File: src/rtl/sp_ram_init_if.sv
// Access bus for sp_ram_init: cs/we/oe style requests plus ready, read-valid
// and range-error status returned by the memory.
interface sp_ram_init_if #(
   parameter int unsigned WIDTH  = 8,
   parameter int unsigned ADDR_W = 8,
   parameter int unsigned BYTE_W = 8
);
   localparam int unsigned NBE = WIDTH / BYTE_W;

   logic              cs;
   logic              we;
   logic              oe;
   logic [NBE-1:0]    be;
   logic [ADDR_W-1:0] address;
   logic [WIDTH-1:0]  data;
   logic [WIDTH-1:0]  data_out;
   logic              rd_valid;
   logic              err;
   logic              ready;
   logic              init_busy;

   modport master (
      output cs, we, oe, be, address, data,
      input  data_out, rd_valid, err, ready, init_busy
   );

   modport slave (
      input  cs, we, oe, be, address, data,
      output data_out, rd_valid, err, ready, init_busy
   );
endinterface

File: src/rtl/sp_ram_init.sv
// Synchronous single-port RAM with byte-lane writes, registered read port,
// selectable read-during-write behaviour and a post-reset clearing sweep.
module sp_ram_init #(
   parameter int unsigned WIDTH     = 8,
   parameter int unsigned DEPTH     = 16,
   parameter int unsigned ADDR_W    = 8,
   parameter int unsigned BYTE_W    = 8,
   parameter int unsigned READ_MODE = 0,
   parameter logic [WIDTH-1:0] INIT_VAL = '0
) (
   input logic           clk,
   input logic           rst,
   sp_ram_init_if.slave  bus
);
   localparam int unsigned NBE = WIDTH / BYTE_W;
   localparam int unsigned CW  = (DEPTH > 1) ? $clog2(DEPTH) : 1;
   localparam logic [CW-1:0]   LAST_LOC = CW'(DEPTH - 1);
   localparam logic [ADDR_W:0] DEPTH_A  = (ADDR_W + 1)'(DEPTH);

   localparam logic [0:0] S_INIT = 1'b0;
   localparam logic [0:0] S_IDLE = 1'b1;

   logic [0:0]       state;
   logic [CW-1:0]    cnt;
   logic [WIDTH-1:0] mem [DEPTH];
   logic [WIDTH-1:0] rdata;
   logic [WIDTH-1:0] old_word;
   logic [WIDTH-1:0] merged;
   logic [CW-1:0]    idx;
   logic             acc;
   logic             in_range;
   logic             rd_valid_q;
   logic             err_q;

   assign idx      = bus.address[CW-1:0];
   assign in_range = {1'b0, bus.address} < DEPTH_A;
   assign acc      = (state == S_IDLE) && bus.cs;
   assign old_word = mem[idx];

   always_comb begin
      merged = old_word;
      for (int unsigned i = 0; i < NBE; i++) begin
         if (bus.be[i]) merged[i*BYTE_W +: BYTE_W] = bus.data[i*BYTE_W +: BYTE_W];
      end
   end

   always_ff @(posedge clk) begin
      if (rst) begin
         state      <= S_INIT;
         cnt        <= '0;
         rdata      <= '0;
         rd_valid_q <= 1'b0;
         err_q      <= 1'b0;
      end else begin
         rd_valid_q <= acc;
         err_q      <= acc && !in_range;
         if (state == S_INIT) begin
            if (cnt == LAST_LOC) state <= S_IDLE;
            else                 cnt   <= cnt + CW'(1);
         end
         if (acc) begin
            if (!in_range)                         rdata <= '0;
            else if (bus.we && (READ_MODE != 0))   rdata <= merged;
            else                                   rdata <= old_word;
         end
      end
   end

   // Array kept out of the reset block so it maps to plain RAM; reset still
   // blocks any write on its edge.
   always_ff @(posedge clk) begin
      if (!rst) begin
         if (state == S_INIT)                 mem[cnt] <= INIT_VAL;
         else if (acc && bus.we && in_range)  mem[idx] <= merged;
      end
   end

   assign bus.data_out  = bus.oe ? rdata : '0;
   assign bus.rd_valid  = rd_valid_q;
   assign bus.err       = err_q;
   assign bus.ready     = (state == S_IDLE);
   assign bus.init_busy = (state != S_IDLE);
endmodule

File: src/flat_wrapper.sv
// flat-port wrapper written by rule: the top's interface ports become plain ports
module sp_ram_init_flat 
#(
   parameter int unsigned WIDTH     = 8,
   parameter int unsigned DEPTH     = 16,
   parameter int unsigned ADDR_W    = 8,
   parameter int unsigned BYTE_W    = 8,
   parameter int unsigned READ_MODE = 0,
   parameter logic [WIDTH-1:0] INIT_VAL = '0
)
  (clk, rst, bus_cs, bus_we, bus_oe, bus_be, bus_address, bus_data, bus_data_out, bus_rd_valid, bus_err, bus_ready, bus_init_busy);
  sp_ram_init_if #(.WIDTH(WIDTH), .ADDR_W(ADDR_W), .BYTE_W(BYTE_W)) bus_i ();
  input logic clk;
  input logic rst;
  input wire logic [$bits(bus_i.cs)-1:0] bus_cs;
  input wire logic [$bits(bus_i.we)-1:0] bus_we;
  input wire logic [$bits(bus_i.oe)-1:0] bus_oe;
  input wire logic [$bits(bus_i.be)-1:0] bus_be;
  input wire logic [$bits(bus_i.address)-1:0] bus_address;
  input wire logic [$bits(bus_i.data)-1:0] bus_data;
  output wire logic [$bits(bus_i.data_out)-1:0] bus_data_out;
  output wire logic [$bits(bus_i.rd_valid)-1:0] bus_rd_valid;
  output wire logic [$bits(bus_i.err)-1:0] bus_err;
  output wire logic [$bits(bus_i.ready)-1:0] bus_ready;
  output wire logic [$bits(bus_i.init_busy)-1:0] bus_init_busy;
  assign bus_i.cs = bus_cs;
  assign bus_i.we = bus_we;
  assign bus_i.oe = bus_oe;
  assign bus_i.be = bus_be;
  assign bus_i.address = bus_address;
  assign bus_i.data = bus_data;
  assign bus_data_out = bus_i.data_out;
  assign bus_rd_valid = bus_i.rd_valid;
  assign bus_err = bus_i.err;
  assign bus_ready = bus_i.ready;
  assign bus_init_busy = bus_i.init_busy;
  sp_ram_init #(.WIDTH(WIDTH), .DEPTH(DEPTH), .ADDR_W(ADDR_W), .BYTE_W(BYTE_W), .READ_MODE(READ_MODE), .INIT_VAL(INIT_VAL)) u_core (.clk(clk), .rst(rst), .bus(bus_i));
endmodule
File: config.mk
export PLATFORM = sky130hd
export DESIGN_NAME = sp_ram_init_flat
export DESIGN_NICKNAME = d
export VERILOG_FILES = /design/src/rtl/sp_ram_init_if.sv /design/src/rtl/sp_ram_init.sv /design/src/flat_wrapper.sv
export SDC_FILE = /design/constraint.sdc
export NUM_CORES = 1
export LEC_CHECK = 0
export BUFFER_PORTS_ARGS = -buffer_cell sky130_fd_sc_hd__buf_2
export CAP_MARGIN = 5
export CORE_MARGIN = 2
export CORE_UTILIZATION = 45
export DETAILED_ROUTE_END_ITERATION = 6
export SLEW_MARGIN = 20
export SYNTH_ARGS = -nofsm -noshare
export SYNTH_HDL_FRONTEND = slang
export SYNTH_SLANG_ARGS = --single-unit
File: constraint.sdc
create_clock -name clk -period 2.6 [get_ports clk]
set_clock_uncertainty 0.2 [all_clocks]
set_input_delay 0.13 -clock clk [delete_from_list [all_inputs] [get_ports clk]]
set_output_delay 0.13 -clock clk [all_outputs]
set_load 0.02 [all_outputs]
After elaboration in Yosys (flattened, before gate mapping):

Memory sizes are Yosys's and may differ from the RTL's.
Cells that the tools add are included.

* memory bits (read-only): 0
* memories: 1
* output and inout port bits: 12
* bits in registers: 15
* bits in writable memories: 128
* latch bits: 0
* logic and storage cells: 33

Memory list
* u_core.mem: words 16, width 8, read ports 1, clocked after memory_dff 0, write ports 1, line sp_ram_init.sv:25 `logic [WIDTH-1:0] mem [DEPTH];`

* mux-type cells: 15
* divide/modulo/power cells: 0
* reduce and logical (&&, ||, !) cells: 7
* magnitude comparators: 1
* shift-type cells: 0
* equal/unequal tests: 1
* multipliers: 0
* bitwise gates (word level): 2
* $add $sub $neg: 1

Operator list (number)
* $mux W8: 4
* $mux W1: 10
* $lt A8 B5 Y1 const B: 1
* $reduce_or A8 Y1: 1
* $add A4 B1 Y4 const B: 1
* $eq A4 B4 Y1 const B: 1
* $logic_and A1 B1 Y1: 4
* $mux W4: 1
* $not A1 Y1: 2
* $reduce_and A2 Y1: 1
* $logic_not A1 Y1: 1

Depth between registers and ports, before layout:

Gate-level depths: netlist of run 1.

* depth in word-level cells: 9
* depth in mapped cells: 7

Least setup slack after synthesis of run 1:

Ideal clock, no wire load.

* path kind: register to register
* from: register u_core.state (netlist: u_core.bus.ready)
* to: memory u_core.mem[0][6], data pin
* required time: 2.073 ns
* path slack: 0.133 ns
* stages on the path, launching flop included: 7
* clock period less this slack: 2.467 ns
* arrival time: 1.940 ns
* setup time: 0.327 ns
* buffers on the path: 2
* cell sequence: dfxtp_1 clkbuf_2 nand3b_4 inv_1 nand3_1 buf_2 nor3_1

* cells in the longest elaborated chain, start to end: 9

Ends and longest elaborated chain
* from (decl): line sp_ram_init.sv:23 `logic [0:0] state;`
* from (signal assigned): line sp_ram_init.sv:49 `state <= S_INIT;`
* from (signal assigned): line sp_ram_init.sv:58 `if (cnt == LAST_LOC) state <= S_IDLE;`
* $logic_and A1 B1 Y1: line sp_ram_init.sv:37 `assign acc = (state == S_IDLE) && bus.cs;`
* $logic_and A1 B1 Y1 (2 in series): line sp_ram_init.sv:74 `else if (acc && bus.we && in_range) mem[idx] <= merged;`
* $mux W1: line sp_ram_init.sv:74
* $mux W1 (*): line sp_ram_init.sv:73 `if (state == S_INIT) mem[cnt] <= INIT_VAL;`
* $mux W1 (*): line sp_ram_init.sv:72 `if (!rst) begin`
* $mux W1 (not written as such) (*): line sp_ram_init.sv:74
* $reduce_or A8 Y1 (no source line) (*)
* $mux W8 (no source line) (*)
* to (decl): line sp_ram_init.sv:25

Every way passes the cells marked *; elsewhere a longest branch is shown, timed or not.

Final worst setup path of run 1:

* from: input bus_address[5]
* to: memory u_core.mem[0][7], enable pin

* cells in the longest elaborated chain, start to end: 8

Ends and longest elaborated chain
* from (decl): line flat_wrapper.sv:19 `input wire logic [$bits(bus_i.address)-1:0] bus_address;`
* $lt A8 B5 Y1 (*): line sp_ram_init.sv:36 `assign in_range = {1'b0, bus.address} < DEPTH_A;`
* $logic_and A1 B1 Y1 (*): line sp_ram_init.sv:74
* $mux W1 (*): line sp_ram_init.sv:74
* $mux W1 (*): line sp_ram_init.sv:73
* $mux W1 (*): line sp_ram_init.sv:72
* $mux W1 (not written as such) (*): line sp_ram_init.sv:74
* $reduce_or A8 Y1 (no source line)
* $mux W4 (no source line) or $mux W1 (tied branches)

Marked as above.

==> metrics.yaml, run 1 <==
outcome:
  outcome: "completed"
timing:
  min_period_ps: 2530
  hold_viol_final: 0
  fmax_ghz: 0.396
  maxSlewViolCount: 0
  slew-limit-headroom: 0.469
  layout_setup_ws_ps: 74.3
  period_share: 0.971
  rsz0062_at_grt: "true"
  tightest_slew_ps: 794
  finalSetupViolCount: 0
critical_path:
  setup.worst_path.class: "input port to flip-flop"
  arrival_ps: 2370
  path_max_fanout: 8
  cp-start-kind: "input port"
  end_kind: "flip-flop"
  required_ps: 2450
  slowest_delay_ps: 640
  crit_slowest_cell: "nor2_1"
  r2r_cells: 5
  crit_chain: "dlygate4sd3_1 > buf_2 > or4_1 > nor4_1 > a2bb2oi_1 > nor2_1"
  startpoint: "bus_address[5]"
  r2r-start: "u_core.bus.ready"
cells_and_area:
  n_antenna_cell: 0
  multi_input_area_sq_mm: 0.00167
  seq_area_sq_mm: 0.00414
  final_net_count: 431
  area_growth_pct: 20.9
  num-fill-cells: 1022
  fin_cells: 596
  fin_util: 0.550
  drive_above_1_share: 0.343
synth:
  synth_warnings: 0
  synthesis.area_sq_mm: 0.00595
  synthArstFlopShare: 0
  synth_edf_count: 128
  synth_top_area_frac: 0.646
  synth_seq_cells: 143
  synth_largest_area_cell: "edfxtp_1"
  synth_area_leaders: "edfxtp_1 65%, mux4_2 7.9%, dfxtp_1 5.0%, mux4_1 4.9%, mux2_2 3.0%"
  yosysUniqueCellTypes: 41
  synth_most_common_cell: "edfxtp_1"
  avgSynthCellArea_sq_um: 17.9
  synthCells: 332
  yosys-top-cells-count: "128 x edfxtp_1, 25 x nor2_1, 21 x mux4_2, 19 x nand2_1, 16 x mux2_2"
  yosysSeqAreaShare: 0.696
  syn_nets: 355
  synth_ff_type: "edfxtp_1"
drt:
  dr_wl_met3_um: 692
  first_pass_iters: 4
  wl_met2_mm: 5.70
  drc_errors: 0
  post_drt_wl_per_cell_um: 20.8
  vias: 3219
  drt-met1-wl_mm: 5.72
  wl_mm: 12.4
  top_layer_used: "met4"
  ant_nets: 0
  avgViaCountPerCell: 5.40
  first_iter_violations: 228
floorplan:
  die_x_um: 119
  core-area_sq_mm: 0.0131
  initial_core_util: 0.455
  ios: 34
  die-height_um: 119
  design.die.area_sq_mm: 0.0142
  fp-row-count: 42
job:
  maxCapViolations: 0
min_path:
  hold_depth: 4
  hold_path_startpoint: "bus_address[3]"
  hp-class: "input port to flip-flop"
global_routing:
  grt_pass1_vias: 3324
  grt_overflow: 0
  grt_max_degree: 37
  grtUsageTotal: 0.190
  grt_pass1_wl_mm: 19.3
  antenna_found_initial: 0
clocking:
  cts-htree-levels: 4
  cts-root-buf: "clkbuf_16"
  clock_tree.buffer_depth: 2
  cts_buffers: 17
  cts_tree: "built"
  clk_pin_slew_worst_paths_ps: 60
  clock-sinks: 143
  insertion_delay_ps: 420
pwr:
  power_density_mw_per_mm2: 736
  irDropWorstVdd_uv: 445
  p_leak_nw: 2.87
place:
  place_ws_ps: 76.7
  io_buffers: 33
  place.gp.congestion: 0.809
  hpwl_mm: 8.12
  dp_cells: 559
[report_power, final]
part / leakage (nW) / internal [W] / switching [W]
Combinational: 1.05 / 0.000102 / 0.000117
Sequential: 1.52 / 0.00250 / 0.0000128
Clock: 0.304 / 0.00169 / 0.000875
[sequential cells by signal, indices dropped and copies added (netlist names)]
name	count
u_core.bus.err	1
u_core.bus.rd_valid	1
u_core.mem	128
u_core.bus.ready	1
u_core.cnt	4
u_core.rdata	8
[kinds of logic after synthesis]
| kind of cell | after synthesis | synth area share |
|---|---|---|
| and+or+nand+nor | 87 | 0.0749 |
| AOI/OAI and AO/OA | 26 | 0.0357 |
| DFF | 143 | 0.696 |
| muxes | 52 | 0.165 |
| adders and majority gates | 1 | 0.00210 |
| buffers and inverters | 21 | 0.0229 |
| xor gates and xnor gates | 2 | 0.00294 |
[path summary, 6_finish.rpt]
kind	slack (ps)	to
max reg2reg	290	u_core.mem[0][7]
min reg2reg	230	u_core.rdata[2]
min	20	u_core.rdata[5]
max	70	u_core.mem[0][7]
[layer usage]
| metal | global-route usage | vias up |
|---|---|---|
| li1 | - | 1484 |
| met1 | 0.260 | 1612 |
| met2 | 0.293 | 101 |
| met3 | 0.0441 | 22 |
| met4 | 0.0841 | 0 |
| met5 | 0 | - |
[metrics by stage]
stage          total power (W)  hold WS (ps)  setup TNS, ps  cell area [sq um]
2_1_floorplan          0.00270          83.2              0               5950
3_3_place_gp           0.00277           202              0               6510
3_5_place_dp           0.00277           213              0               6510
4_1_cts                0.00535        0.0652              0               7190
5_1_grt                0.00544          32.8           -591               7200
6_report               0.00530          20.7              0               7200
[worst max-delay path: cells and delay by family]
family / cells / cell delay (ps)
compound gates: 1 / 190
buf+inv: 2 / 650
simple gates: 3 / 1400
[placed cells by master, fill, tap and decap left out, types with 11 or more instances in the layout]
cell type | Yosys | layout
nor2b_1 | 12 | 12
mux4_2 | 21 | 21
dfxtp_1 | 15 | 15
mux2_2 | 16 | 16
clkbuf_16 | 0 | 17
buf_2 | 5 | 33
mux4_1 | 11 | 11
nor2_1 | 25 | 24
nand2_1 | 19 | 19
edfxtp_1 | 128 | 128
buf_4 | 2 | 34
[area by class of cell]
type	count	area share
clock inverters	11	0.0264
flip-flops and latches	143	0.576
clock buffers	20	0.0607
repair buffers	75	0.0723
multi-input cells	168	0.232
well taps	176	0.0306
inverters	3	0.00156
[what timing repair did]
action                                 in CTS  in global routing
endpoints found under the hold margin      15                  0
setup endpoints to repair                   0                 24
gates resized for setup                     0                  1
setup buffers                               0                  0
hold buffers                                6                  0
(Power assumes the default switching activity.)
==> run 2, diff against run 1 <==
==> constraint.sdc (replaced) <==
create_clock -name clk -period 2.82 [get_ports clk]
set_clock_uncertainty 0.2 [all_clocks]
set_input_delay 0.141 -clock clk [delete_from_list [all_inputs] [get_ports clk]]
set_output_delay 0.141 -clock clk [all_outputs]
set_load 0.02 [all_outputs]
==> metrics.yaml, run 2 (same netlist as run 1, synthesis figures left out) <==
global_routing:
  antenna_found_initial: 0  # unchanged
  grt_overflow: 0  # unchanged
  grt_pass1_vias: 3249  # was 3324
  grt_max_degree: 21  # was 37
  grtUsageTotal: 0.187  # was 0.190
  grt_pass1_wl_mm: 19.0  # was 19.3 mm
timing:
  min_period_ps: 2710
  hold_viol_final: 0  # unchanged
  finalSetupViolCount: 0  # unchanged
  layout_setup_ws_ps: 108  # was 74.3 ps
  tightest_slew_ps: 949  # was 794 ps
  rsz0062_at_grt: "false"  # was true
  fmax_ghz: 0.369
  maxSlewViolCount: 0  # unchanged
  period_share: 0.962
  setup_tns_ps: 0  # unchanged
  slew-limit-headroom: 0.363  # was 0.469
drt:
  avgViaCountPerCell: 5.41  # was 5.40
  first_pass_iters: 5  # was 4
  drt-met1-wl_mm: 5.61  # was 5.72 mm
  dr_wl_met3_um: 772  # was 692 um
  vias: 3208  # was 3219
  first_iter_violations: 311  # was 228
  ant_nets: 0  # unchanged
  top_layer_used: "met4"  # unchanged
  wl_mm: 12.3  # was 12.4 mm
  drc_errors: 0  # unchanged
  wl_met2_mm: 5.59  # was 5.70 mm
  post_drt_wl_per_cell_um: 20.7  # was 20.8 um
pwr:
  power_w: 0.00438  # was 0.00530 W
  power_density_mw_per_mm2: 623  # was 736 mW/mm^2
  p_leak_nw: 2.79  # was 2.87 nW
  irDropWorstVdd_uv: 389  # was 445 uV
critical_path:
  startpoint: "bus_address[7]"  # was bus_address[5]
  path_max_fanout: 8  # unchanged
  rrSetupSlack_ps: 480  # was 290 ps
  r2r-start: "u_core.bus.ready"  # unchanged
  required_ps: 2650  # was 2450 ps
  setup.worst_path.class: "input port to flip-flop"  # unchanged
  arrival_ps: 2540  # was 2370 ps
  slowest_delay_ps: 650  # was 640 ps
  crit_chain: "dlygate4sd3_1 > buf_2 > or4_1 > nor4_1 > a2bb2oi_1 > nor2_1"  # unchanged
  end_kind: "flip-flop"  # unchanged
  crit_slowest_cell: "nor2_1"  # unchanged
  cp-start-kind: "input port"  # unchanged
cells_and_area:
  drive_above_1_share: 0.336  # was 0.343
  area_growth_pct: 18.2  # was 20.9%
  top_register: "u_core.mem"  # unchanged
  final_net_count: 427  # was 431
  mostFrequentLayoutCell: "edfxtp_1"  # unchanged
  n_antenna_cell: 0  # unchanged
  multi_input_area_sq_mm: 0.00168  # was 0.00167 sq mm
  largest_reg_flops: 128  # unchanged
  seq_area_sq_mm: 0.00414  # unchanged
  num-fill-cells: 1024  # was 1022
  fin_util: 0.538  # was 0.550
  final_cell_mix: "128 x edfxtp_1, 33 x buf_2, 32 x buf_4"  # was 128 x edfxtp_1, 34 x buf_4, 33 x buf_2
  top_regs: "u_core.mem: 128 flops, u_core.rdata: 8 flops, u_core.cnt: 4 flops"  # unchanged
clocking:
  clk_pin_slew_worst_paths_ps: 50  # was 60 ps
  cts_buffers: 17  # unchanged
  clock-sinks: 143  # unchanged
  cts-htree-levels: 4  # unchanged
  cts-root-buf: "clkbuf_16"  # unchanged
  insertion_delay_ps: 410  # was 420 ps
  clock_tree.buffer_depth: 2  # unchanged
  cts_tree: "built"  # unchanged
job:
  maxCapViolations: 0  # unchanged
floorplan:
  initial_core_util: 0.455  # unchanged
  core-area_sq_mm: 0.0131  # unchanged
  design.die.area_sq_mm: 0.0142  # unchanged
  die_x_um: 119  # unchanged
  die-height_um: 119  # unchanged
  fp-row-count: 42  # unchanged
  ios: 34  # unchanged
min_path:
  hp-class: "input port to flip-flop"  # unchanged
  hold_path_startpoint: "bus_address[3]"  # unchanged
place:
  hpwl_mm: 8.11  # was 8.12 mm
  place.gp.congestion: 0.811  # was 0.809
  place_ws_ps: 84.6  # was 76.7 ps
  io_buffers: 33  # unchanged
outcome:
  outcome: "completed"  # unchanged
-- run 2: cell types whose count changed in the layout (fill, tap and decap cells not counted), moves of 2 or more --
cell	before	now
dlygate4sd3_1	6	4
clkinv_4	2	0
clkinv_2	3	7
clkinv_1	0	4
buf_4	34	32
bufinv_16	5	0
nor3_1	10	8
nor3_2	0	2
-- run 2: final cells by class --
class / count / area share
clock buffers: 21 / 0.0626
clock inverters: 11 / 0.00711
inverters: 3 / 0.00160
multi-input cells: 168 / 0.239
flip-flops and latches: 143 / 0.589
well taps: 176 / 0.0313
repair buffers: 71 / 0.0690
-- run 2: critical path, delay by kind of cell --
family	cells	cell delay, ps
buf+inv	2	650
simple gates	3	1570
compound gates	1	180
-- run 2: final timing paths --
kind,to,depth (start not counted)
max,u_core.mem[0][6],6
min,u_core.rdata[5],4
max reg2reg,u_core.mem[0][6],5
min reg2reg,u_core.rdata[2],2
-- run 2: per-layer routing --
metal | vias up | track usage
met5 | - | 0
met4 | 0 | 0.0722
met3 | 19 | 0.0517
met2 | 100 | 0.288
met1 | 1611 | 0.255
li1 | 1478 | -
-- run 2: stage by stage --
stage                     std cells  hold WS [ps]  instance area [sq um]
after CTS                       593          18.8                   7030
final                           593          40.2                   7030
after floorplan                 332          94.2                   5950
after detailed placement        557           225                   6500
after global placement          557           221                   6490
after global routing            593          42.4                   7030
-- run 2: where the power goes --
group          leakage [nW]  switching (W)  internal (W)
logic                  1.03       0.000107     0.0000923
registers              1.52      0.0000111       0.00230
clock network         0.248       0.000769       0.00110
-- run 2: repair_timing --
item | CTS | global route
gates resized for setup | 0 | 1
endpoints found under the setup margin | 0 | 8
hold endpoints to repair | 7 | 0
buffers inserted | 0 | 0
hold buffers | 4 | 0
==> run 3, diff against run 2 <==
--- a/config.mk
+++ b/config.mk
@@ -7,9 +7,12 @@
 export LEC_CHECK = 0
 export BUFFER_PORTS_ARGS = -buffer_cell sky130_fd_sc_hd__buf_2
 export CAP_MARGIN = 5
+export CELL_PAD_IN_SITES_DETAIL_PLACEMENT = 1
+export CELL_PAD_IN_SITES_GLOBAL_PLACEMENT = 1
 export CORE_MARGIN = 2
 export CORE_UTILIZATION = 45
 export DETAILED_ROUTE_END_ITERATION = 6
+export PLACE_DENSITY = 0.79
 export SLEW_MARGIN = 20
 export SYNTH_ARGS = -nofsm -noshare
 export SYNTH_HDL_FRONTEND = slang
==> metrics.yaml, run 3 (same netlist as run 1, synthesis figures left out) <==
outcome:
  outcome: "completed"  # unchanged
cells_and_area:
  fin_util: 0.542  # was 0.538
  mostFrequentLayoutCell: "edfxtp_1"  # unchanged
  n_antenna_cell: 0  # unchanged
  final_net_count: 424  # was 427
  area_growth_pct: 19.3  # was 18.2%
  top_regs: "u_core.mem: 128 flops, u_core.rdata: 8 flops, u_core.cnt: 4 flops"  # unchanged
  fin_cells: 590  # was 593
  top_register: "u_core.mem"  # unchanged
  final_cell_mix: "128 x edfxtp_1, 33 x buf_2, 28 x buf_4"  # was 128 x edfxtp_1, 33 x buf_2, 32 x buf_4
  num-fill-cells: 1203  # was 1024
  drive_above_1_share: 0.341  # was 0.336
  largest_reg_flops: 128  # unchanged
drt:
  avgViaCountPerCell: 5.68  # was 5.41
  post_drt_wl_per_cell_um: 24.6  # was 20.7 um
  ant_nets: 0  # unchanged
  first_iter_violations: 274  # was 311
  drc_errors: 0  # unchanged
  wl_mm: 14.5  # was 12.3 mm
  vias: 3352  # was 3208
  first_pass_iters: 4  # was 5
job:
  maxCapViolations: 0  # unchanged
critical_path:
  slowest_delay_ps: 770  # was 650 ps
  r2r-start: "u_core.bus.ready"  # unchanged
  path_max_fanout: 16  # was 8
  rrSetupSlack_ps: 560  # was 480 ps
  path_delay_family: "simple AND/OR/NAND/NOR gates"  # unchanged
  required_ps: 2700  # was 2650 ps
  end_kind: "flip-flop"  # unchanged
  crit_chain: "dlygate4sd3_1 > buf_2 > nand3b_4 > inv_1 > nand3_1 > buf_12 > nor3_2"  # was dlygate4sd3_1 > buf_2 > or4_1 > nor4_1 > a2bb2oi_1 > nor2_1
  arrival_ps: 2280  # was 2540 ps
  setup.worst_path.class: "input port to flip-flop"  # unchanged
  rr_endpoint: "u_core.mem[4][0]"  # was u_core.mem[0][6]
  crit_slowest_cell: "nor3_2"  # was nor2_1
  cp_num_buf_inv: 4  # was 2
  r2r_cells: 5  # unchanged
  cp-start-kind: "input port"  # unchanged
  worst-path-stages: 7  # was 6
pwr:
  p_clk_frac: 0.457  # was 0.426
  irDropWorstVdd_uv: 688  # was 389 uV
  p_leak_nw: 2.81  # was 2.79 nW
  swShare: 0.205  # was 0.203
  p_seq_frac: 0.498  # was 0.529
  pwr-share-comb: 0.045  # about the same
  power_density_mw_per_mm2: 655  # was 623 mW/mm^2
  internal_power_w: 0.00370  # was 0.00349 W
  p_switching_w: 0.000951  # was 0.000887 W
timing:
  min_period_ps: 2400  # was 2710 ps
  period_share: 0.850  # was 0.962
  finalSetupViolCount: 0  # unchanged
  worst_hold_slack_ps: 47.5  # was 40.2 ps
  hold_viol_final: 0  # unchanged
  fmax_ghz: 0.417  # was 0.369 GHz
  tightest_slew_ps: 930  # was 949 ps
  slew-limit-headroom: 0.377  # was 0.363
  rsz0062_at_grt: "false"  # unchanged
  maxSlewViolCount: 0  # unchanged
  setup_tns_ps: 0  # unchanged
floorplan:
  initial_core_util: 0.455  # unchanged
  ios: 34  # unchanged
  design.die.area_sq_mm: 0.0142  # unchanged
  core-area_sq_mm: 0.0131  # unchanged
  die_x_um: 119  # unchanged
  die-height_um: 119  # unchanged
  fp-row-count: 42  # unchanged
place:
  io_buffers: 33  # unchanged
  hpwl_mm: 9.07  # was 8.11 mm
  place.gp.congestion: 0.767  # was 0.811
  dp_cells: 554  # was 557
clocking:
  cts_tree: "built"  # unchanged
  cts-root-buf: "clkbuf_16"  # unchanged
  cts-htree-levels: 4  # unchanged
  post_cts_resized: 0  # unchanged
  insertion_delay_ps: 420  # was 410 ps
  clock_tree.buffer_depth: 2  # unchanged
  cts_buffers: 17  # unchanged
  clk_pin_slew_worst_paths_ps: 60  # was 50 ps
  clock-sinks: 143  # unchanged
global_routing:
  grt_max_degree: 25  # was 21
  grt_pass1_vias: 3589  # was 3249
  grt_overflow: 0  # unchanged
  grtUsageTotal: 0.220  # was 0.187
  antenna_found_initial: 1  # was 0
  grt_pass1_wl_mm: 21.7  # was 19.0 mm
min_path:
  hold_path_startpoint: "bus_address[3]"  # unchanged
  hold_depth: 4  # unchanged
  holdPathEnd: "u_core.rdata[3]"  # was u_core.rdata[5]
  hp-class: "input port to flip-flop"  # unchanged
==> run 3: area by class of cell <==
type	count	area, sq um	area share
Timing Repair Buffer	68	475	0.0670
Multi-Input combinational cell	168	1690	0.238
Tap cell	176	220	0.0310
Clock inverter	6	57.6	0.00811
Inverter	3	11.3	0.00159
Clock buffer	26	499	0.0703
Sequential cell	143	4140	0.584
==> run 3: metal layers <==
metal  part of all wire  global-route usage  routed length, um  vias to the layer above
li1                   -                   -                  -                     1468
met2               0.52               0.372               7560                      116
met3              0.048              0.0690                690                       32
met4              0.027               0.103                396                        2
met1               0.40               0.256               5840                     1734
met5             0.0012                   0                 17                        -
==> run 3: repair_timing <==
item                                   CTS  global route
hold buffers                             4             0
setup endpoints to repair                0             0
buffers inserted                         0             0
endpoints found under the hold margin    7             0
==> run 3: power groups by stage <==
stage | Combinational, W | Sequential, W | Clock (W)
after floorplan | 0.000135 | 0.00235 | 0
after global placement | 0.000198 | 0.00236 | 0
after detailed placement | 0.000206 | 0.00236 | 0
after CTS | 0.000212 | 0.00232 | 0.00215
after global routing | 0.000225 | 0.00232 | 0.00223
final | 0.000209 | 0.00232 | 0.00213
==> run 3: worst register-to-register path, stage by stage, from the launching register on <==
cell and delay [ps]:
dfxtp_1 380, nand3b_4 130, inv_1 110, nand3_1 130
buf_12 200, nor3_2 770
==> run 3: worst max-delay path by stage <==
stage	startpoint	endpoint
after floorplan	u_core.bus.ready	u_core.mem[0][6]
after global placement	bus_address[0]	u_core.mem[4][1]
after detailed placement	bus_address[0]	u_core.mem[4][6]
after CTS	rst	u_core.mem[7][6]
after global routing	rst	u_core.mem[7][0]
final	rst	u_core.mem[4][0]
==> run 3: stage by stage <==
step | worst slack, ps | power, W | cell area [sq um]
2_1_floorplan | 353 | 0.00249 | 5950
3_3_place_gp | 108 | 0.00255 | 6480
3_5_place_dp | -52.3 | 0.00256 | 6490
4_1_cts | 37.0 | 0.00467 | 7090
5_1_grt | 286 | 0.00477 | 7100
6_report | 424 | 0.00465 | 7100
